[config.mk]
export PLATFORM = sky130hd
export DESIGN_NAME = scan_test_controller
export DESIGN_NICKNAME = d
export VERILOG_FILES = /design/src/rtl/scan_test_controller_pkg.sv /design/src/rtl/scan_test_controller_step_counter.sv /design/src/rtl/scan_test_controller.sv
export SDC_FILE = /design/constraint.sdc
export NUM_CORES = 1
export LEC_CHECK = 0
export BUFFER_PORTS_ARGS = -buffer_cell sky130_fd_sc_hd__buf_2
export CORE_MARGIN = 3
export CORE_UTILIZATION = 50
export CTS_CLUSTER_SIZE = 25
export DETAILED_ROUTE_END_ITERATION = 7
export PLACE_DENSITY = 0.79
export SLEW_MARGIN = 25
export SYNTH_ARGS = -nofsm -noshare
export SYNTH_HDL_FRONTEND = slang
export SYNTH_SLANG_ARGS = --single-unit
[constraint.sdc]
create_clock -name i_clk -period 2.47 [get_ports i_clk]
set_input_delay 0.494 -clock i_clk [delete_from_list [all_inputs] [get_ports i_clk]]
set_output_delay 0.494 -clock i_clk [all_outputs]
set_load 0.1 [all_outputs]
[src/rtl/scan_test_controller_pkg.sv]
// Shared definitions for the scan test controller: FSM state encoding and counter sizing.
package scan_test_controller_pkg;

   typedef enum logic [2:0] {
      ST_IDLE    = 3'd0,
      ST_LOAD    = 3'd1,
      ST_CAPTURE = 3'd2,
      ST_SHIFT   = 3'd3,
      ST_UNLOAD  = 3'd4,
      ST_FINISH  = 3'd5
   } state_t;

   // Counter width for a count range of n; a one-entry range still needs a 1-bit register.
   function automatic int cnt_w(input int n);
      return (n <= 1) ? 1 : $clog2(n);
   endfunction

endpackage

[src/rtl/scan_test_controller_step_counter.sv]
// Wrapping step counter with synchronous clear and a terminal-count flag.
module scan_step_counter #(
   parameter int WIDTH    = 4,
   parameter int TERMINAL = 15
) (
   input  logic i_clk,
   input  logic i_rst_n,
   input  logic i_clr,
   input  logic i_en,
   output logic o_tc
);

   localparam logic [WIDTH-1:0] LP_TC = WIDTH'(TERMINAL);

   logic [WIDTH-1:0] r_count;

   // Count enabled steps, wrapping to zero after the terminal value.
   always_ff @(posedge i_clk or negedge i_rst_n) begin
      if (!i_rst_n) begin
         r_count <= '0;
      end else if (i_clr) begin
         r_count <= '0;
      end else if (i_en) begin
         if (r_count == LP_TC) begin
            r_count <= '0;
         end else begin
            r_count <= r_count + WIDTH'(1);
         end
      end else begin
         r_count <= r_count;
      end
   end

   assign o_tc = (r_count == LP_TC);

endmodule

[src/rtl/scan_test_controller.sv]
// Mux-scan chain sequencer: load, capture, shift/unload for a programmed number of patterns,
// with valid/ready stimulus and response streams and a gated chain clock.
module scan_test_controller
   import scan_test_controller_pkg::*;
#(
   parameter int CHAIN_LENGTH   = 16,
   parameter int CAPTURE_CYCLES = 1,
   parameter int PCNT_W         = 16
) (
   input  logic              i_clk,
   input  logic              i_rst_n,
   input  logic              i_start,
   input  logic              i_abort,
   input  logic [PCNT_W-1:0] i_pattern_count,
   input  logic              i_pat_valid,
   input  logic              i_pat_bit,
   output logic              o_pat_ready,
   output logic              o_rsp_valid,
   output logic              o_rsp_bit,
   input  logic              i_rsp_ready,
   input  logic              i_scan_out,
   output logic              o_scan_in,
   output logic              o_scan_enable,
   output logic              o_chain_clk_en,
   output logic              o_busy,
   output logic              o_done
);

   localparam int CNT_W = cnt_w(CHAIN_LENGTH);
   localparam int CAP_W = cnt_w(CAPTURE_CYCLES);

   state_t            r_state;
   logic [PCNT_W-1:0] r_remaining;

   logic w_step;
   logic w_scan_en;
   logic w_pat_path;
   logic w_rsp_valid;
   logic w_abort;
   logic w_step_go;
   logic w_in_cap;
   logic w_cnt_clr;
   logic w_bit_tc;
   logic w_cap_tc;
   logic w_last_bit;
   logic w_last_cap;
   logic [PCNT_W-1:0] w_rem_dec;

   // Per-state decode of the step condition and the datapath selects.
   always_comb begin
      w_step      = 1'b0;
      w_scan_en   = 1'b0;
      w_pat_path  = 1'b0;
      w_rsp_valid = 1'b0;
      case (r_state)
         ST_LOAD: begin
            w_step     = i_pat_valid;
            w_scan_en  = 1'b1;
            w_pat_path = 1'b1;
         end
         ST_SHIFT: begin
            w_step      = i_pat_valid & i_rsp_ready;
            w_scan_en   = 1'b1;
            w_pat_path  = 1'b1;
            w_rsp_valid = i_pat_valid;
         end
         ST_UNLOAD: begin
            w_step      = i_rsp_ready;
            w_scan_en   = 1'b1;
            w_rsp_valid = 1'b1;
         end
         default: begin
            w_step = 1'b0;
         end
      endcase
   end

   // Abort outranks everything, so it also suppresses the step of its own cycle.
   assign w_abort    = i_abort & (r_state != ST_IDLE);
   assign w_step_go  = w_step & ~w_abort;
   assign w_in_cap   = (r_state == ST_CAPTURE);
   assign w_cnt_clr  = (r_state == ST_IDLE) | w_abort;
   assign w_last_bit = w_step_go & w_bit_tc;
   assign w_last_cap = w_in_cap & w_cap_tc;
   assign w_rem_dec  = r_remaining - PCNT_W'(1);

   scan_step_counter #(
      .WIDTH    (CNT_W),
      .TERMINAL (CHAIN_LENGTH - 1)
   ) u_bit_cnt (
      .i_clk   (i_clk),
      .i_rst_n (i_rst_n),
      .i_clr   (w_cnt_clr),
      .i_en    (w_step_go),
      .o_tc    (w_bit_tc)
   );

   scan_step_counter #(
      .WIDTH    (CAP_W),
      .TERMINAL (CAPTURE_CYCLES - 1)
   ) u_cap_cnt (
      .i_clk   (i_clk),
      .i_rst_n (i_rst_n),
      .i_clr   (w_cnt_clr),
      .i_en    (w_in_cap & ~w_abort),
      .o_tc    (w_cap_tc)
   );

   // Session FSM with the inline remaining-pattern counter.
   always_ff @(posedge i_clk or negedge i_rst_n) begin
      if (!i_rst_n) begin
         r_state     <= ST_IDLE;
         r_remaining <= '0;
      end else if (w_abort) begin
         r_state     <= ST_IDLE;
         r_remaining <= '0;
      end else begin
         case (r_state)
            ST_IDLE: begin
               if (i_start) begin
                  r_remaining <= i_pattern_count;
                  r_state     <= (i_pattern_count == '0) ? ST_FINISH : ST_LOAD;
               end else begin
                  r_state <= ST_IDLE;
               end
            end
            ST_LOAD: begin
               r_state <= w_last_bit ? ST_CAPTURE : ST_LOAD;
            end
            ST_CAPTURE: begin
               if (w_last_cap) begin
                  r_remaining <= w_rem_dec;
                  r_state     <= (w_rem_dec != '0) ? ST_SHIFT : ST_UNLOAD;
               end else begin
                  r_state <= ST_CAPTURE;
               end
            end
            ST_SHIFT: begin
               r_state <= w_last_bit ? ST_CAPTURE : ST_SHIFT;
            end
            ST_UNLOAD: begin
               r_state <= w_last_bit ? ST_FINISH : ST_UNLOAD;
            end
            ST_FINISH: begin
               r_state <= ST_IDLE;
            end
            default: begin
               r_state <= ST_IDLE;
            end
         endcase
      end
   end

   assign o_pat_ready    = w_step_go & w_pat_path;
   assign o_chain_clk_en = (w_step_go | w_in_cap) & ~w_abort;
   assign o_scan_enable  = w_scan_en;
   assign o_scan_in      = w_pat_path & i_pat_bit;
   assign o_rsp_valid    = w_rsp_valid;
   assign o_rsp_bit      = i_scan_out & (r_state != ST_IDLE);
   assign o_busy         = (r_state != ST_IDLE);
   assign o_done         = (r_state == ST_FINISH);

endmodule

# ---- Yosys cells after proc, flatten, opt, wreduce, memory -nomap -nowiden
# Index checks and enable logic that the tools add are counted.
# W data, S select, Z words.
dict set report totals {
  word_cells 62
  out_inout_bits 8
  register_bits 24
  input_bits 24
}
dict set report classes {
  bitwise_logic 14
  eq_ne 8
  mux 23
  addsub 3
  reduce_logical 10
}
# op count
set op_table {}
lappend op_table {{$mux W16} 3}
lappend op_table {{$pmux W16 S2} 1}
lappend op_table {{$logic_not A16 Y1} 1}
lappend op_table {{$reduce_bool A16 Y1} 1}
lappend op_table {{$sub A16 B1 Y16 const B} 1}
lappend op_table {{$mux W3} 5}
lappend op_table {{$pmux W3 S5} 1}
lappend op_table {{$mux W4} 3}
lappend op_table {{$and A1 B1 Y1} 10}
lappend op_table {{$mux W1} 7}
lappend op_table {{$eq A3 B2 Y1 const B} 2}
lappend op_table {{$eq A3 B3 Y1 const B} 2}
lappend op_table {{$reduce_bool A3 Y1} 2}
lappend op_table {{$add A4 B1 Y4 const B} 1}
lappend op_table {{$eq A4 B4 Y1 const B} 1}
lappend op_table {{$reduce_bool A2 Y1} 2}
lappend op_table {{$eq A3 B1 Y1 const B} 1}
lappend op_table {{$logic_not A3 Y1} 1}
lappend op_table {{$ne A3 B2 Y1 const B} 1}
lappend op_table {{$ne A3 B3 Y1 const B} 1}
lappend op_table {{$pmux W1 S3} 1}
lappend op_table {{$reduce_and A3 Y1} 1}
lappend op_table {{$reduce_or A3 Y1} 1}
lappend op_table {{$mux W2} 1}
lappend op_table {{5 further kinds} 7}

# ---- Logic depth before layout (Yosys ltp)
dict set report logic_depth {
  ltp_word 8
  ltp_mapped 9
  depth_no_buf 8
}

# ---- Cells and area by module
# Synthesis repeated with hierarchy kept, for this count alone.
dict set report unflattened {
  cells_unflattened 232
  hier_area_um2 1765.4
}
# module cells_per_inst seq_area_each_um2 n_inst area_each_um2
set modules_own_cells {}
lappend modules_own_cells {scan_test_controller 210 475.5 1 1547.7}
lappend modules_own_cells {{scan_step_counter at u_bit_cnt} 20 100.1 1 206.4}
lappend modules_own_cells {{scan_step_counter at u_cap_cnt} 2 0.0 1 11.3}

# ---- Worst setup path after synthesis
# OpenSTA, ideal clock, no wires.
dict set report synth_timing {
  path_type {register to output}
  start {reg r_state[0]}
  end {out o_pat_ready}
  slack_ns -1.217
  arrival_ns 3.193
  path_stages_with_launch 6
  path_buffers 1
  cell_sequence {dfrtp_1 > clkbuf_1 > nor2b_1 > and3_1 > o21bai_1 > nor3_1}
}
dict set report synth_via {
  elab_chain_cells 5
  word_cells_on_any_way 11
  classes_between {eq/ne (3); mux (2); bitwise (4); reduce/logical (2)}
}
# element line
set synth_lines {}
lappend synth_lines {{start, declared} scan_test_controller.sv:32} ;# state_t r_state;
lappend synth_lines {{start signal, assigned} scan_test_controller.sv:122} ;# r_state <= (i_pattern_count == '0) ? ST_FINISH : ST_LOAD;
lappend synth_lines {{start signal, assigned} scan_test_controller.sv:128} ;# r_state <= w_last_bit ? ST_CAPTURE : ST_LOAD;
lappend synth_lines {{start signal, assigned} scan_test_controller.sv:133} ;# r_state <= (w_rem_dec != '0) ? ST_SHIFT : ST_UNLOAD;
lappend synth_lines {{branches (longest 4 deep; another with $eq A3 B3 Y1)} --}
lappend synth_lines {{$and A1 B1 Y1 *} scan_test_controller.sv:154} ;# assign o_pat_ready = w_step_go & w_pat_path;
lappend synth_lines {{end, declared} scan_test_controller.sv:17} ;# output logic o_pat_ready,
# Every way passes the cells marked *.

# ---- Worst setup path in the final report
dict set report layout_timing {
  start {reg r_state[0]}
  end {out o_chain_clk_en}
}
dict set report layout_via {
  elab_chain_cells 6
  word_cells_on_any_way 11
  classes_between {eq/ne (4); mux (1); bitwise (5); reduce/logical (1)}
}
# element line
set layout_lines {}
lappend layout_lines {{branches (longest 5 deep; another with $eq A3 B3 Y1)} --}
lappend layout_lines {{$and A1 B1 Y1 *} scan_test_controller.sv:155} ;# assign o_chain_clk_en = (w_step_go | w_in_cap) & ~w_abort;
lappend layout_lines {{end, declared} scan_test_controller.sv:24} ;# output logic o_chain_clk_en,
# Marks and branches as above.

==> metrics <==
Clock Sink Count=23; Critical Path Max Stage Delay=510 ps; Setup Skew=between 2 and 3 ps; Layout area overhead=17.2%; Hold Path Class=in -> async; final cell count without fillers=300; Register Area=577 um^2; DRC viols=0; Final nets=about 280; IO Port Bufs=31; Avg Cell Area, Syn=7.67 um^2; PwrDens=656 mW/mm^2; fillers=295; CTS tree=built; CP bufs+invs=1; Top FF cell, synth=dfrtp_1; Synth Instances=228; RSZ-0062 raised after global routing=false; static leakage=0.884 nW; syn nets=~260; largest net degree at the start of global routing=34; post-synthesis cell area=0.00175 mm^2; H-Tree Depth=1; Final Hold Viols=0; total negative slack=0 ps; core area=0.00320 mm^2; wirelength, routed=4260 um; Tmin final=around 2400 ps; Yosys reg bits=23; DR top layer=met4; wire length on met3=249 um; Vias=approximately 1.8k; initial antenna violation count=0; Post-synth ARST share=100%; WL met2=between 1500 and 2000 um; Slew HR=63.7%; Yosys warning total=0; initial DRC count=221; fmax=421 MHz; post-synthesis sequential area ratio=32.9%; aggregate global-route resource usage=21.4%; CP Cell Sequence=nor2b_2 -> and3_1 -> o21bai_1 -> nand2_2 -> buf_12; Yosys cell types=47; Vias/cell=5.89; R2R depth=8; Post-Route Utilization=64.0%; critical path class=reg -> out; Slew @ Worst Pin=543 ps; Die H=around 65 um; max cap viols=0; layout cells sized above 1=24.2%; M1 wire length=2030 um; Net Switching=0.615 mW; Comb pwr share=47.5%; Final Max Slew Viols=0; die span in x=between 60 and 70 um; clk_lat worst skew=310 ps; placed cells=296; Post-synth EDFFs=0; crit path launch type=flip-flop; clock network power share=13.3%; first-pass GRT wire length=around 7300 um; grt total ovfl=0; sequential share of power=roughly two fifths; Final Setup Violations=0; clock root cell=clkbuf_4; switching part of the total power=45.7%; WP data required=1980 ps; outcome=finished clean; Routed Antenna Nets=0; peak supply drop=between 0.3 and 0.4 mV; DP HPWL=~3100 um; Num CTS Buffers=3; crit share post-route=96.2%; total die area=0.00424 mm^2; Multi-input gate area=about 0.0011 mm^2; Initial Utilization=a little over half; number of core rows=20; number of global-route vias before repair=about 1.7k; worst-path maximum fanout=10; Initial DRT Pass Iterations=4; RePlAce Congestion=0.916; Slowest-stage cell, CP=dfrtp_1; Ant. Diodes=0; Crit path depth=5; routed len/inst=14.2 um; cell class contributing the biggest share of worst-path delay=simple AND/OR/NAND/NOR gates; final hold slack=126 ps; clk buf depth=2; crit path DAT=1880 ps; Setup Fix Bufs, Post-CTS=0; P_int=roughly 0.73 mW; clock slew at reported path FFs=130 ps; I/O pins=32; endpoint class of the critical path=primary output
-- flip-flops by register name, indices dropped and copies added (netlist names) --
name,flops
r_remaining,16
u_bit_cnt.r_count,4
r_state,3
-- timing repair --
action                     in CTS  in global routing
setup endpoints to repair       0                  5
hold buffers                    0                  0
gates resized for setup         0                  5
-- kinds of logic after synthesis --
kind of cell | after synthesis | synth area share, %
XOR/XNOR | 4 | 2.43
AO/OA/AOI/OAI | 75 | 25.3
buffers and inverters | 23 | 5.22
adder cells (fa/ha/maj) | 3 | 2.15
AND/OR/NAND/NOR | 98 | 30.8
multiplexers | 2 | 1.22
flip-flops | 23 | 32.9
-- through the flow --
stage	power (mW)	area, um^2	setup slack [ps]
2_1_floorplan	0.981	1770	18.1
3_3_place_gp	1.14	2000	226
3_5_place_dp	1.15	2000	126
4_1_cts	1.33	2030	33.2
5_1_grt	1.44	2050	0.914
6_report	1.34	2050	93.0
-- per-layer routing --
layer  up-vias  GRT usage (%)
li1        888              -
met3         2           3.76
met1       818           31.2
met5         -              0
met2        59           33.6
met4         0           4.40
-- final timing paths --
| path | startpoint | end | slack (ps) |
|---|---|---|---|
| max reg2reg | r_remaining[1]$_DFFE_PN0P_ | r_state[0]$_DFF_PN0_ | 180 |
| max in group asynchronous | i_rst_n | r_state[2]$_DFF_PN0_ | 1970 |
| min reg2reg | u_bit_cnt.r_count[3]$_DFFE_PN0P_ | u_bit_cnt.r_count[3]$_DFFE_PN0P_ | 500 |
| min in group i_clk | i_abort | r_state[1]$_DFF_PN0_ | 460 |
| max | r_state[0]$_DFF_PN0_ | o_chain_clk_en | 90 |
| min | i_rst_n | u_bit_cnt.r_count[3]$_DFFE_PN0P_ | 130 |
-- placed cells by master, fill, tap and decap left out, types with 3 or more instances in the layout --
cell type / instances
and3_1: 4
nor3_1: 9
clkbuf_4: 3
o31ai_1: 3
ha_1: 3
nor4_1: 9
nor2_1: 33
nand4b_1: 3
dfrtp_1: 22
and2_1: 3
o21ai_0: 34
buf_4: 7
a21oi_1: 20
inv_1: 9
buf_2: 29
a22oi_1: 5
nand2_1: 13
-- area by class of cell --
| type | instances | area share [%] |
|---|---|---|
| repair buffers | 38 | 11.6 |
| multi-input cells | 182 | 54.6 |
| clock inverters | 1 | 0.244 |
| clock buffers | 3 | 1.10 |
| flip-flops and latches | 23 | 28.1 |
| well taps | 44 | 2.69 |
| inverters | 9 | 1.65 |
-- cell usage after synthesis, drive strengths merged, types with 2 or more instances --
master,count,share of area (%)
or4,2,1.3
nor3b,2,1.5
o211ai,2,0.86
buf,3,0.86
dfrtp,23,33
nand2,15,3.6
and3,5,1.9
nand4,2,0.72
nor2,34,7.3
nor4b,2,1.4
nor2b,2,0.72
nand3,2,0.57
o21ai,34,9.7
nand4b,3,1.5
nand3b,2,0.86
a21oi,20,5.7
nor4,10,3.6
inv,9,1.9
or2,2,0.72
and2,3,1.1
o31ai,3,1.3
clkbuf,11,2.4
a32oi,2,1.0
xnor2,3,1.9
ha,3,2.1
nor3,11,3.8
a22oi,5,2.1
-- power groups by stage --
stage | combinational [mW] | clock, mW | sequential (mW)
6_report | 0.639 | 0.179 | 0.526
3_3_place_gp | 0.614 | 0 | 0.528
5_1_grt | 0.700 | 0.202 | 0.536
3_5_place_dp | 0.619 | 0 | 0.529
2_1_floorplan | 0.496 | 0 | 0.485
4_1_cts | 0.620 | 0.185 | 0.522
Power figures use the tool's default switching activity.
